<file path="src/rtl/pwmer_gen.sv">
// pwmer_gen: single-bit PWM DAC modulator. Signed N-bit samples become offset-binary duty
// values, loaded once per 2^N-clock period and compared against a free-running counter.
module pwmer_gen #(
   parameter int N = 8
) (
   input  logic         clk,
   input  logic         areset,
   input  logic [N-1:0] din,
   output logic         pwmout
);

   localparam logic [N-1:0] MIDSCALE = {1'b1, {(N-1){1'b0}}};

   logic [N-1:0] cnt_reg;
   logic [N-1:0] cnt_next;
   logic [N-1:0] duty_reg;
   logic [N-1:0] duty_next;
   logic         pwmout_reg;
   logic         pwmout_next;
   logic [N-1:0] offset;
   logic         wrap;

   // Two's complement to offset binary is just an MSB flip.
   generate
      for (genvar gi = 0; gi < N; gi++) begin : g_offset
         if (gi == N - 1) begin : g_msb
            assign offset[gi] = ~din[gi];
         end else begin : g_lsb
            assign offset[gi] = din[gi];
         end
      end
   endgenerate

   assign wrap = &cnt_reg;

   always_comb begin
      cnt_next    = cnt_reg + 1'b1;
      duty_next   = wrap ? offset : duty_reg;
      pwmout_next = (cnt_reg < duty_reg);
   end

   always_ff @(posedge clk) begin
      if (!areset) begin
         cnt_reg    <= '0;
         duty_reg   <= MIDSCALE;
         pwmout_reg <= 1'b0;
      end else begin
         cnt_reg    <= cnt_next;
         duty_reg   <= duty_next;
         pwmout_reg <= pwmout_next;
      end
   end

   assign pwmout = pwmout_reg;

endmodule

</file>
<file path="config.mk">
export PLATFORM = sky130hd
export DESIGN_NAME = pwmer_gen
export DESIGN_NICKNAME = d
export VERILOG_FILES = /design/src/rtl/pwmer_gen.sv
export SDC_FILE = /design/constraint.sdc
export NUM_CORES = 1
export LEC_CHECK = 0
export ABC_AREA = 1
export BUFFER_PORTS_ARGS = -buffer_cell sky130_fd_sc_hd__buf_2
export CAP_MARGIN = 25
export CORE_MARGIN = 5
export CORE_UTILIZATION = 45
export DETAILED_ROUTE_END_ITERATION = 12
export GPL_TIMING_DRIVEN = 0
export PLACE_DENSITY = 0.67
export SLEW_MARGIN = 10
export SYNTH_ARGS = -nofsm -noshare
export SYNTH_HDL_FRONTEND = slang
export SYNTH_SLANG_ARGS = --single-unit
</file>
<file path="constraint.sdc">
create_clock -name clk -period 1.5 [get_ports clk]
set_clock_uncertainty 0.15 [all_clocks]
set_input_delay 0.075 -clock clk [delete_from_list [all_inputs] [get_ports clk]]
set_output_delay 0.075 -clock clk [all_outputs]
set_load 0.01 [all_outputs]
</file>
* Word-level counts from Yosys, hierarchy flattened
Cells that the tools add are included.
** Storage, ports and cells
- Output and inout bits :: 1
- Bits of input ports :: 10
- Bits in registers :: 17
** Operators by class
- Bitwise operators :: 1
- Reduce and logical (&&, ||, !) cells :: 1
- $add $sub $neg :: 1
- Magnitude comparators :: 1
** Operators by type and width (number)
- $add A8 B1 Y8 const B :: 1
- $lt A8 B8 Y1 :: 1
- $reduce_and A8 Y1 :: 1
- $not A1 Y1 :: 1

* Logic depth before layout (Yosys ltp)
Gate-level depths: netlist (run 1).
- Depth after elaboration :: 1
- Depth in mapped cells :: 7

* Worst setup path after synthesis (run 1)
No wires, ideal clock.
- Path type :: register to register
- Start point :: register cnt_reg[0]
- End point :: register duty_reg[5]
- Setup time :: 0.115 ns
- Cell stages (with the launch flop) :: 8
- Path slack :: 0.100 ns
- Period minus slack after synthesis :: 1.400 ns
- Buffers on the path :: 1
- Arrival :: 1.135 ns
- Cell sequence :: dfxtp_1 ha_1 nand2_1 nor2_2 buf_6 nand3b_1 nand2_1 nor2_1
** On the way
- Longest elaborated chain between the ends :: 1
** RTL lines
- start: declaration :: line 14 : logic [N-1:0] cnt_reg;
- start signal: assignment :: line 48 : cnt_reg <= cnt_next;
- $reduce_and A8 Y1 :: line 34 : assign wrap = &cnt_reg;
- end signal: assignment :: line 49 : duty_reg <= duty_next;
- end: declaration :: line 16 : logic [N-1:0] duty_reg;
No other way between the ends.
A chain may end at the register's enable or synchronous reset.

* Worst setup path after layout (run 1)
- Start point :: register cnt_reg[6]
- End point :: register duty_reg[4]
The elaborated chain is that of the path after synthesis.

==> results of run 1 <==
[repair_timing]
item / CTS / global route
hold buffers: 9 / 0
resized for setup: 1 / 6
hold endpoints to repair: 15 / 0
pin swaps: 1 / 2
endpoints found under the setup margin: 8 / 10
buffers inserted: 2 / 1
[kinds of logic (layout without fill, tap and decap cells)]
family                     count (synthesis)  in the layout  share of synthesized area, %
and+or+nand+nor                           56             56                         29.54
AOI/OAI and AO/OA                         17             17                         9.845
DFF                                       17             17                         38.26
adders and majority gates                  8              8                         11.25
buffers and inverters                     20             46                         10.13
xor gates and xnor gates                   1              1                        0.9847
[area by class of cell]
type,instances,area [sq um]
timing repair buffer,22,162.7
inverter,17,63.81
fill,192,785.8
multi-input combinational,82,479.2
buffer,3,26.28
sequential,17,344.1
tap,27,33.78
clock buffer,4,26.28
[per-stage QoR]
| step | hold slack [ns] | setup WS, ns |
|---|---|---|
| 3_3_place_gp | 0.2093 | -0.03270 |
| 6_report | 0.3241 | 0.1204 |
| 5_1_grt | 0.3398 | 0.001631 |
| 4_1_cts | 0.3321 | 0.02624 |
| 3_5_place_dp | 0.2141 | -0.07637 |
| 2_1_floorplan | 0.06337 | 0.1002 |
[cell usage after synthesis, types with 2 or more instances]
master	n	area, sq um
nand3b_1	8	60.06
inv_1	15	56.30
nor2_1	16	60.06
buf_6	2	22.52
o21ai_0	2	10.01
dfxtp_1	17	340.3
a21oi_1	13	65.06
ha_1	8	100.1
nand3_1	3	15.01
nand2_1	25	93.84
inv_2	2	7.510
[power groups by stage]
stage	Clock [W]	Sequential [W]	Combinational [W]
after floorplan	0	0.000476	0.0000347
after global routing	0.000273	0.000471	0.0000914
final	0.000250	0.000470	0.0000778
after global placement	0	0.000476	0.0000539
after CTS	0.000255	0.000466	0.0000745
after detailed placement	0	0.000477	0.0000564
[worst paths after layout]
kind                                             from                        to  slack [ns]  cells after the start
worst max-delay path            cnt_reg[6]$_SDFF_PN0_  duty_reg[4]$_SDFFE_PN0P_        0.12                      6
worst min-delay path            cnt_reg[0]$_SDFF_PN0_     cnt_reg[0]$_SDFF_PN0_        0.32                      1
worst max register to register  cnt_reg[6]$_SDFF_PN0_  duty_reg[4]$_SDFFE_PN0P_        0.12                      6
worst min register to register  cnt_reg[0]$_SDFF_PN0_     cnt_reg[0]$_SDFF_PN0_        0.32                      1
[per-layer routing]
metal	wire, microns	share of wire, %	up-vias
li1	-	-	432
met1	810	45	342
met2	881	49	15
met3	53	2.9	7
met4	70	3.9	0
met5	0	0	-
[critical path, delay by kind of cell (launching register included)]
kind	cells	cell delay [ns]
flops	1	0.41
simple gates	5	0.55
buf+inv	1	0.16
==> metrics, run 1 <==
status=finished clean; number of synthesized flops with an enable pin=0; crit start category=register; Clock Tree Buf Depth=2; drt wl/cell=10.55 microns; M3 GR Usage=under 10%; crit-path max cell delay=around 0.4 ns; Design Power=~0.00080 W; Clk pin slew, worst setup/hold paths=0.10 ns; Clock power frac=31.3%; die footprint=around 3000 sq um; # diodes=0; grt met2 use=between 20% and 30%; met1 usage in global routing=16.64%; drt drc=0; overflow left after global routing=0; critical path endpoint category=register; commonest non-fill, non-tap cell in the layout=nand2_1; asr flop ratio synth=0%; Num CTS Buffers=3; Max-Cap Viols=0; row cnt=16; Synth Area per Inst=around 7.5 sq um; vias in the first global route=around 730; Primary FF master, synth=dfxtp_1; IO Count=11; CP cell instances=nand2_1, nor3_4, buf_4, nand3b_1, nand2_1, nor2_1; Worst-Margin Slew=about 0.46 ns; CTS tree=yes; clock latency on the worst-skew pair=a little under 0.3 ns; Slew HR=between 60% and 70%; WP data required=about 1.6 ns; post-placement cell count=between 150 and 200; 1st-pass router iterations=4; Most Used Layer, Global Route=met2; synth warn=0; post-synthesis sequential area ratio=approximately two fifths; Area growth syn-to-layout=27.71%; Hold/Removal Path Class=register to register; max-slew violations=0; DR iter-0 viols=7; CP max stage cell=dfxtp_1; nets=164; Placer Congestion=0.8266; Placed Instance Area=around 1000 sq um; Net Count, Synth=approximately 140; initial core utilization=approximately 46%; Die Ht=between 50 and 60 microns; CP most frequent cell=nand2_1; switching share of power=a little under a quarter; RSZ-0062 raised after global routing=no; Final Hold Fails=0; CTS H-tree lvls=1; final instance area=roughly 1100 sq um; Die Span X=around 54 microns; cells after synthesis=about 120; routed wire length=around 1.8 mm; Core Util, Final=between 50% and 60%; Cell variety after synth=19; Max Fanout on Critical Path=5; Routed Antenna Nets=0; Final Cycle Share=~92%; vias per std cell=around 4.6; most frequent cells in the layout=nand2_1, nor2_1, inv_1; Fmax achieved=roughly 0.72 GHz; Port-buffer cells=10; Max IR drop VDD=0.0004538 V; Final Non-Filler Cells=roughly 170; gr usage total=between 10% and 20%; cell area after synthesis=a little under 900 sq um; first-pass GRT wire length=3.084 mm; Tmin final=1.380 ns; crit path DAT=around 1.4 ns; FF+latch count, synth=17; clock sinks=17; CORE AREA=~1900 sq um; pin count of the biggest net entering global routing=11; P_int=0.0006096 W; share of power burned in registers=58.9%; Pwr per Cell Area=701.6 nW/um^2; # setup viols final=0; vias=roughly 800; Gate power share=9.8%; Switch Pwr=about 0.00019 W; layout cell share with drive strength beyond 1=between 10% and 20%; critical path class=register to register; leak pwr=between 0.5 and 0.6 nW; initial antenna violation count=0; Detailed Place HPWL=about 1.3 mm; Root Driver=clkbuf_4; setup TNS=0 ns
Note: power is estimated with default switching activity, not from simulation.
==> run 2, diff against run 1 <==
--- a/config.mk
+++ b/config.mk
@@ -12,8 +12,10 @@
 export CORE_UTILIZATION = 45
 export DETAILED_ROUTE_END_ITERATION = 12
 export GPL_TIMING_DRIVEN = 0
+export MAX_ROUTING_LAYER = met4
 export PLACE_DENSITY = 0.67
 export SLEW_MARGIN = 10
 export SYNTH_ARGS = -nofsm -noshare
 export SYNTH_HDL_FRONTEND = slang
 export SYNTH_SLANG_ARGS = --single-unit
+export TNS_END_PERCENT = 20
==> metrics, run 2 (synthesis gave the netlist of run 1 again) <==
Top delay family on crit path=simple AND/OR/NAND/NOR gates; RSZ-0062 raised after global routing=no; overflow left after global routing=0 (unchanged); Pwr per Cell Area=701.6 nW/um^2 (about the same); CP cell instances=nand2_1, nor3_4, buf_4, nand3b_1, nand2_1, nor2_1; drt drc=0 (unchanged); Core Util, Final=59.11% (unchanged); max-slew violations=0 (unchanged); Worst Reg-to-Reg Cells=6 (unchanged); drt wl/cell=10.57 microns (+0.17%); crit path DAT=1.43 ns (about the same); status=finished clean; IO Count=11 (unchanged); setup TNS=0 ns (unchanged); switching share of power=23.52% (about the same); depth of the worst hold-timing path=1 (unchanged); Placer Congestion=0.8391 (+1.5%); initial antenna violation count=0 (unchanged); gr usage total=15.43% (+0.48 points); CP most frequent cell=nand2_1; Max Fanout on Critical Path=5 (unchanged); critical path endpoint category=register; commonest non-fill, non-tap cell in the layout=nand2_1; Final Cycle Share=91.98% (about the same); # diodes=0 (unchanged); pin count of the biggest net entering global routing=11 (unchanged); worst r2r src=cnt_reg[6]$_SDFF_PN0_; crit start category=register; P_int=0.0006096 W (about the same); Clock power frac=31.3% (about the same); WP data required=1.55 ns (about the same); clock sinks=17 (unchanged); critical path class=register to register; vias=797 (+0.13%); crit-path max cell delay=0.41 ns (about the same); Max IR drop VDD=0.0004532 V (-0.14%); first-pass GRT wire length=3.098 mm (+0.45%); Area growth syn-to-layout=27.71% (unchanged); Clock Tree Buf Depth=2 (unchanged); Hold/Removal Path Class=register to register; Detailed Place HPWL=1.253 mm (unchanged); Tmin final=1.380 ns (+0.0001250 ns); Gate power share=9.8% (about the same); Fmax achieved=0.7248 GHz (about the same); CTS H-tree lvls=1 (unchanged); most frequent cells in the layout=nand2_1, nor2_1, inv_1; Switch Pwr=0.0001874 W (about the same); Max-Cap Viols=0 (unchanged); share of power burned in registers=58.9% (about the same); Slew HR=69.52% (about the same); Final Hold Fails=0 (unchanged); row cnt=16 (unchanged); hold path start=cnt_reg[0]$_SDFF_PN0_; Die Span X=54.46 microns (unchanged); 1st-pass router iterations=4 (unchanged); vias per std cell=4.634 (+0.13%); worst path bufs/invs=1 (unchanged); clock latency on the worst-skew pair=0.29 ns (about the same); initial core utilization=46.29% (unchanged); nets=164 (unchanged); leak pwr=0.5150 nW (unchanged); Reg2Reg Setup Slack=0.12 ns (about the same); CP max stage cell=dfxtp_1; Root Driver=clkbuf_4; Hold EP=cnt_reg[0]$_SDFF_PN0_; layout cell share with drive strength beyond 1=18.62% (unchanged); vias in the first global route=725 (-0.28%); Worst-Margin Slew=0.4572 ns (+0.0003232 ns); Critical R2R Capture=duty_reg[4]$_SDFFE_PN0P_; # setup viols final=0 (unchanged); Routed Antenna Nets=0 (unchanged); DR iter-0 viols=7 (unchanged); Die Ht=54.46 microns (unchanged); die footprint=2966 sq um (unchanged); CTS tree=yes; CORE AREA=1922 sq um (unchanged); Num CTS Buffers=3 (unchanged); Port-buffer cells=10 (unchanged); Clk pin slew, worst setup/hold paths=0.10 ns (about the same); routed wire length=1.818 mm (+0.17%)
## run 2: cell counts in the layout (fill, tap and decap cells not counted)
No cell type changed its count.
## run 2: repair_timing
item | in CTS | in global routing
hold endpoints to repair | 15 | 0
pin swaps | 1 | 2
setup buffers | 2 | 1
setup endpoints to repair | 8 | 10
cloned | 0 | 0
hold buffers | 9 | 0
resized for setup | 1 | 6
## run 2: layer usage
metal	GRT usage [%]	vias up	share of wire, %	wire length, microns
li1	-	432	-	-
met1	16.80	343	45	813
met2	26.10	15	48	880
met3	2.725	7	3.0	54
met4	9.129	0	3.9	70
met5	-	-	0	0
## run 2: worst max path at each step
stage          cells past startpoint                  endpoint                      from
2_1_floorplan                      7  duty_reg[5]$_SDFFE_PN0P_     cnt_reg[0]$_SDFF_PN0_
3_3_place_gp                       7  duty_reg[5]$_SDFFE_PN0P_     cnt_reg[0]$_SDFF_PN0_
3_5_place_dp                       7  duty_reg[5]$_SDFFE_PN0P_     cnt_reg[0]$_SDFF_PN0_
6_report                           6  duty_reg[4]$_SDFFE_PN0P_     cnt_reg[6]$_SDFF_PN0_
4_1_cts                            7  duty_reg[5]$_SDFFE_PN0P_     cnt_reg[0]$_SDFF_PN0_
5_1_grt                            7         pwmout$_SDFF_PN0_  duty_reg[5]$_SDFFE_PN0P_
## run 2: through the flow
stage / std cells / setup WS, ns / hold slack [ns] / instance area [sq um] / total power [W]
floorplan: 119 / 0.1002 / 0.06337 / 889.6 / 0.0005103
global placement: 156 / -0.03270 / 0.2093 / 973.4 / 0.0005300
detailed placement: 156 / -0.07637 / 0.2141 / 973.4 / 0.0005332
CTS: 171 / 0.02624 / 0.3321 / 1110 / 0.0007958
global route: 172 / 0.001631 / 0.3398 / 1136 / 0.0008353
finish: 172 / 0.1203 / 0.3239 / 1136 / 0.0007970
## run 2: power groups by stage
stage                     combinational (W)  sequential [W]  clock, W
after floorplan                   0.0000347        0.000476         0
after global placement            0.0000539        0.000476         0
after detailed placement          0.0000564        0.000477         0
after CTS                         0.0000745        0.000466  0.000255
after global routing              0.0000915        0.000471  0.000273
final                             0.0000780        0.000470  0.000249
## run 2: worst register-to-register path: stages (launching register included)
cell and delay (ns):
dfxtp_1 0.41, nand2_1 0.13, nor3_4 0.22, buf_4 0.16
nand3b_1 0.09, nand2_1 0.07, nor2_1 0.04
## run 2: area by class of cell
cell class,count,area (sq um)
tap,27,33.78
clock buffer,4,26.28
inverter,17,63.81
sequential,17,344.1
timing repair buffer,22,162.7
multi-input combinational,82,479.2
fill,192,785.8
buffer,3,26.28
==> run 3, diff against run 2 <==
--- a/config.mk
+++ b/config.mk
@@ -14,6 +14,7 @@
 export GPL_TIMING_DRIVEN = 0
 export MAX_ROUTING_LAYER = met4
 export PLACE_DENSITY = 0.67
+export SETUP_SLACK_MARGIN = 0.3
 export SLEW_MARGIN = 10
 export SYNTH_ARGS = -nofsm -noshare
 export SYNTH_HDL_FRONTEND = slang
==> metrics, run 3 (synthesis gave the netlist of run 1 again) <==
CORE AREA=1922 sq um (unchanged); crit start category=register; clock latency on the worst-skew pair=0.28 ns (about the same); vias in the first global route=859 (+18%); drt wl/cell=10.51 microns (-0.58%); overflow left after global routing=0 (unchanged); IO Count=11 (unchanged); Clk pin slew, worst setup/hold paths=0.10 ns (about the same); max-slew violations=0 (unchanged); Placer Congestion=0.8180 (-2.5%); Final Hold Fails=0 (unchanged); Area growth syn-to-layout=34.46%; worst path bufs/invs=1 (unchanged); hold path start=areset; leak pwr=0.5603 nW (+8.8%); CTS H-tree lvls=1 (unchanged); clock sinks=17 (unchanged); Num CTS Buffers=3 (unchanged); initial core utilization=46.29% (unchanged); layout cell share with drive strength beyond 1=25.33% (+6.7 points); Detailed Place HPWL=1.310 mm (+4.5%); Root Driver=clkbuf_4; row cnt=16 (unchanged); vias per std cell=4.791 (+3.4%); # diodes=0 (unchanged); Worst-Margin Slew=0.4635 ns (+0.006331 ns); drt drc=0 (unchanged); die footprint=2966 sq um (unchanged); most frequent cells in the layout=nand2_1, nor2_1, inv_1; Max-Cap Viols=0 (unchanged); Pwr per Cell Area=660.7 nW/um^2 (-5.8%); Routed Antenna Nets=0 (unchanged); worst r2r src=cnt_reg[0]$_SDFF_PN0_; crit-path max cell delay=0.38 ns (-0.03 ns); pin count of the biggest net entering global routing=11 (unchanged); RSZ-0062 raised after global routing=yes; DR iter-0 viols=6 (-1); Max IR drop VDD=0.0006132 V (+35%); CP startpoint=cnt_reg[0]$_SDFF_PN0_; routed wire length=1.860 mm (+2.3%); setup TNS=0 ns (unchanged); 1st-pass router iterations=4 (unchanged); Slew HR=69.10% (-0.42 points); CTS tree=yes; critical path endpoint category=register; Die Ht=54.46 microns (unchanged); Fmax achieved=0.7416 GHz (+2.3%); commonest non-fill, non-tap cell in the layout=nand2_1; gr usage total=16.24% (+0.81 points); Die Span X=54.46 microns (unchanged); vias=848 (+6.4%); Port-buffer cells=10 (unchanged); Final Cycle Share=89.89% (-2.1 points); CP max stage cell=dfxtp_4; first-pass GRT wire length=3.367 mm (+8.7%); Top delay family on crit path=flip-flops; WP data required=1.53 ns (-0.02 ns); # setup viols final=0 (unchanged); status=finished clean; Tmin final=1.348 ns (-0.03131 ns); critical path class=register to register; nets=169 (+3.0%); Clock Tree Buf Depth=2 (unchanged); Hold/Removal Path Class=input pin to register; Core Util, Final=62.24% (+3.1 points); Max Fanout on Critical Path=5 (unchanged); CP cell instances=ha_4, nand2_4, nor2_4, buf_4, xor2_1, nor2_1; initial antenna violation count=0 (unchanged); crit path DAT=1.38 ns (-0.05 ns)
## run 3: cell count changes in the layout (fill, tap and decap cells not counted), sizes merged
cell,previous run,this run
buf,15,20
## run 3: area by class of cell
cell class	instances	area, sq um
Buffer	3	26.28
Clock buffer	4	26.28
Fill cell	188	725.7
Inverter	17	63.81
Multi-Input combinational cell	82	490.5
Sequential cell	17	354.1
Tap cell	27	33.78
Timing Repair Buffer	27	201.4
## run 3: tightest hold or removal path, delay by kind of cell
family	cells	cell delay (ns)
AND/OR/NAND/NOR	1	0.11
buffers and inverters	3	0.37
## run 3: per-layer routing
layer	up-vias	share of wire [%]	wire [microns]	global-route usage, %
li1	441	-	-	-
met1	381	43	803	17.76
met2	20	49	920	26.89
met3	6	4.8	89	2.725
met4	0	2.5	46	10.79
met5	-	0	0	-
## run 3: worst paths after layout
check | endpoint | cells after the start | slack, ns
worst max-delay path | cnt_reg[4]$_SDFF_PN0_ | 6 | 0.15
worst min register to register | cnt_reg[0]$_SDFF_PN0_ | 1 | 0.30
worst max register to register | cnt_reg[4]$_SDFF_PN0_ | 6 | 0.15
worst min-delay path | cnt_reg[1]$_SDFF_PN0_ | 4 | 0.15
## run 3: repair_timing
| item | CTS | global route |
|---|---|---|
| endpoints found under the hold margin | 15 | 0 |
| pin swaps | 2 | 4 |
| endpoints found under the setup margin | 13 | 13 |
| buffers inserted | 5 | 1 |
| cloned | 1 | 1 |
| hold buffers | 9 | 0 |
| gates resized for setup | 10 | 1 |
## run 3: metrics by stage
stage          worst slack [ns]  total power [W]  instance area, sq um  hold slack [ns]  cells
2_1_floorplan            0.2196        0.0005177                 917.1          0.06337    119
3_3_place_gp             0.1301        0.0005374                  1001           0.2075    156
3_5_place_dp             0.1059        0.0005399                  1001           0.2190    156
4_1_cts                  0.1814        0.0008029                  1181           0.1465    175
5_1_grt                 0.07430        0.0008305                  1196           0.1902    177
6_report                 0.1516        0.0007904                  1196           0.1498    177
## run 3: where the power goes
| group | switching (W) | internal (W) | total [W] | leakage [nW] |
|---|---|---|---|---|
| logic | 0.0000323 | 0.0000471 | 0.0000794 | 0.404 |
| clock network | 0.000139 | 0.000103 | 0.000242 | 0.0150 |
| registers | 0.00000952 | 0.000459 | 0.000469 | 0.142 |
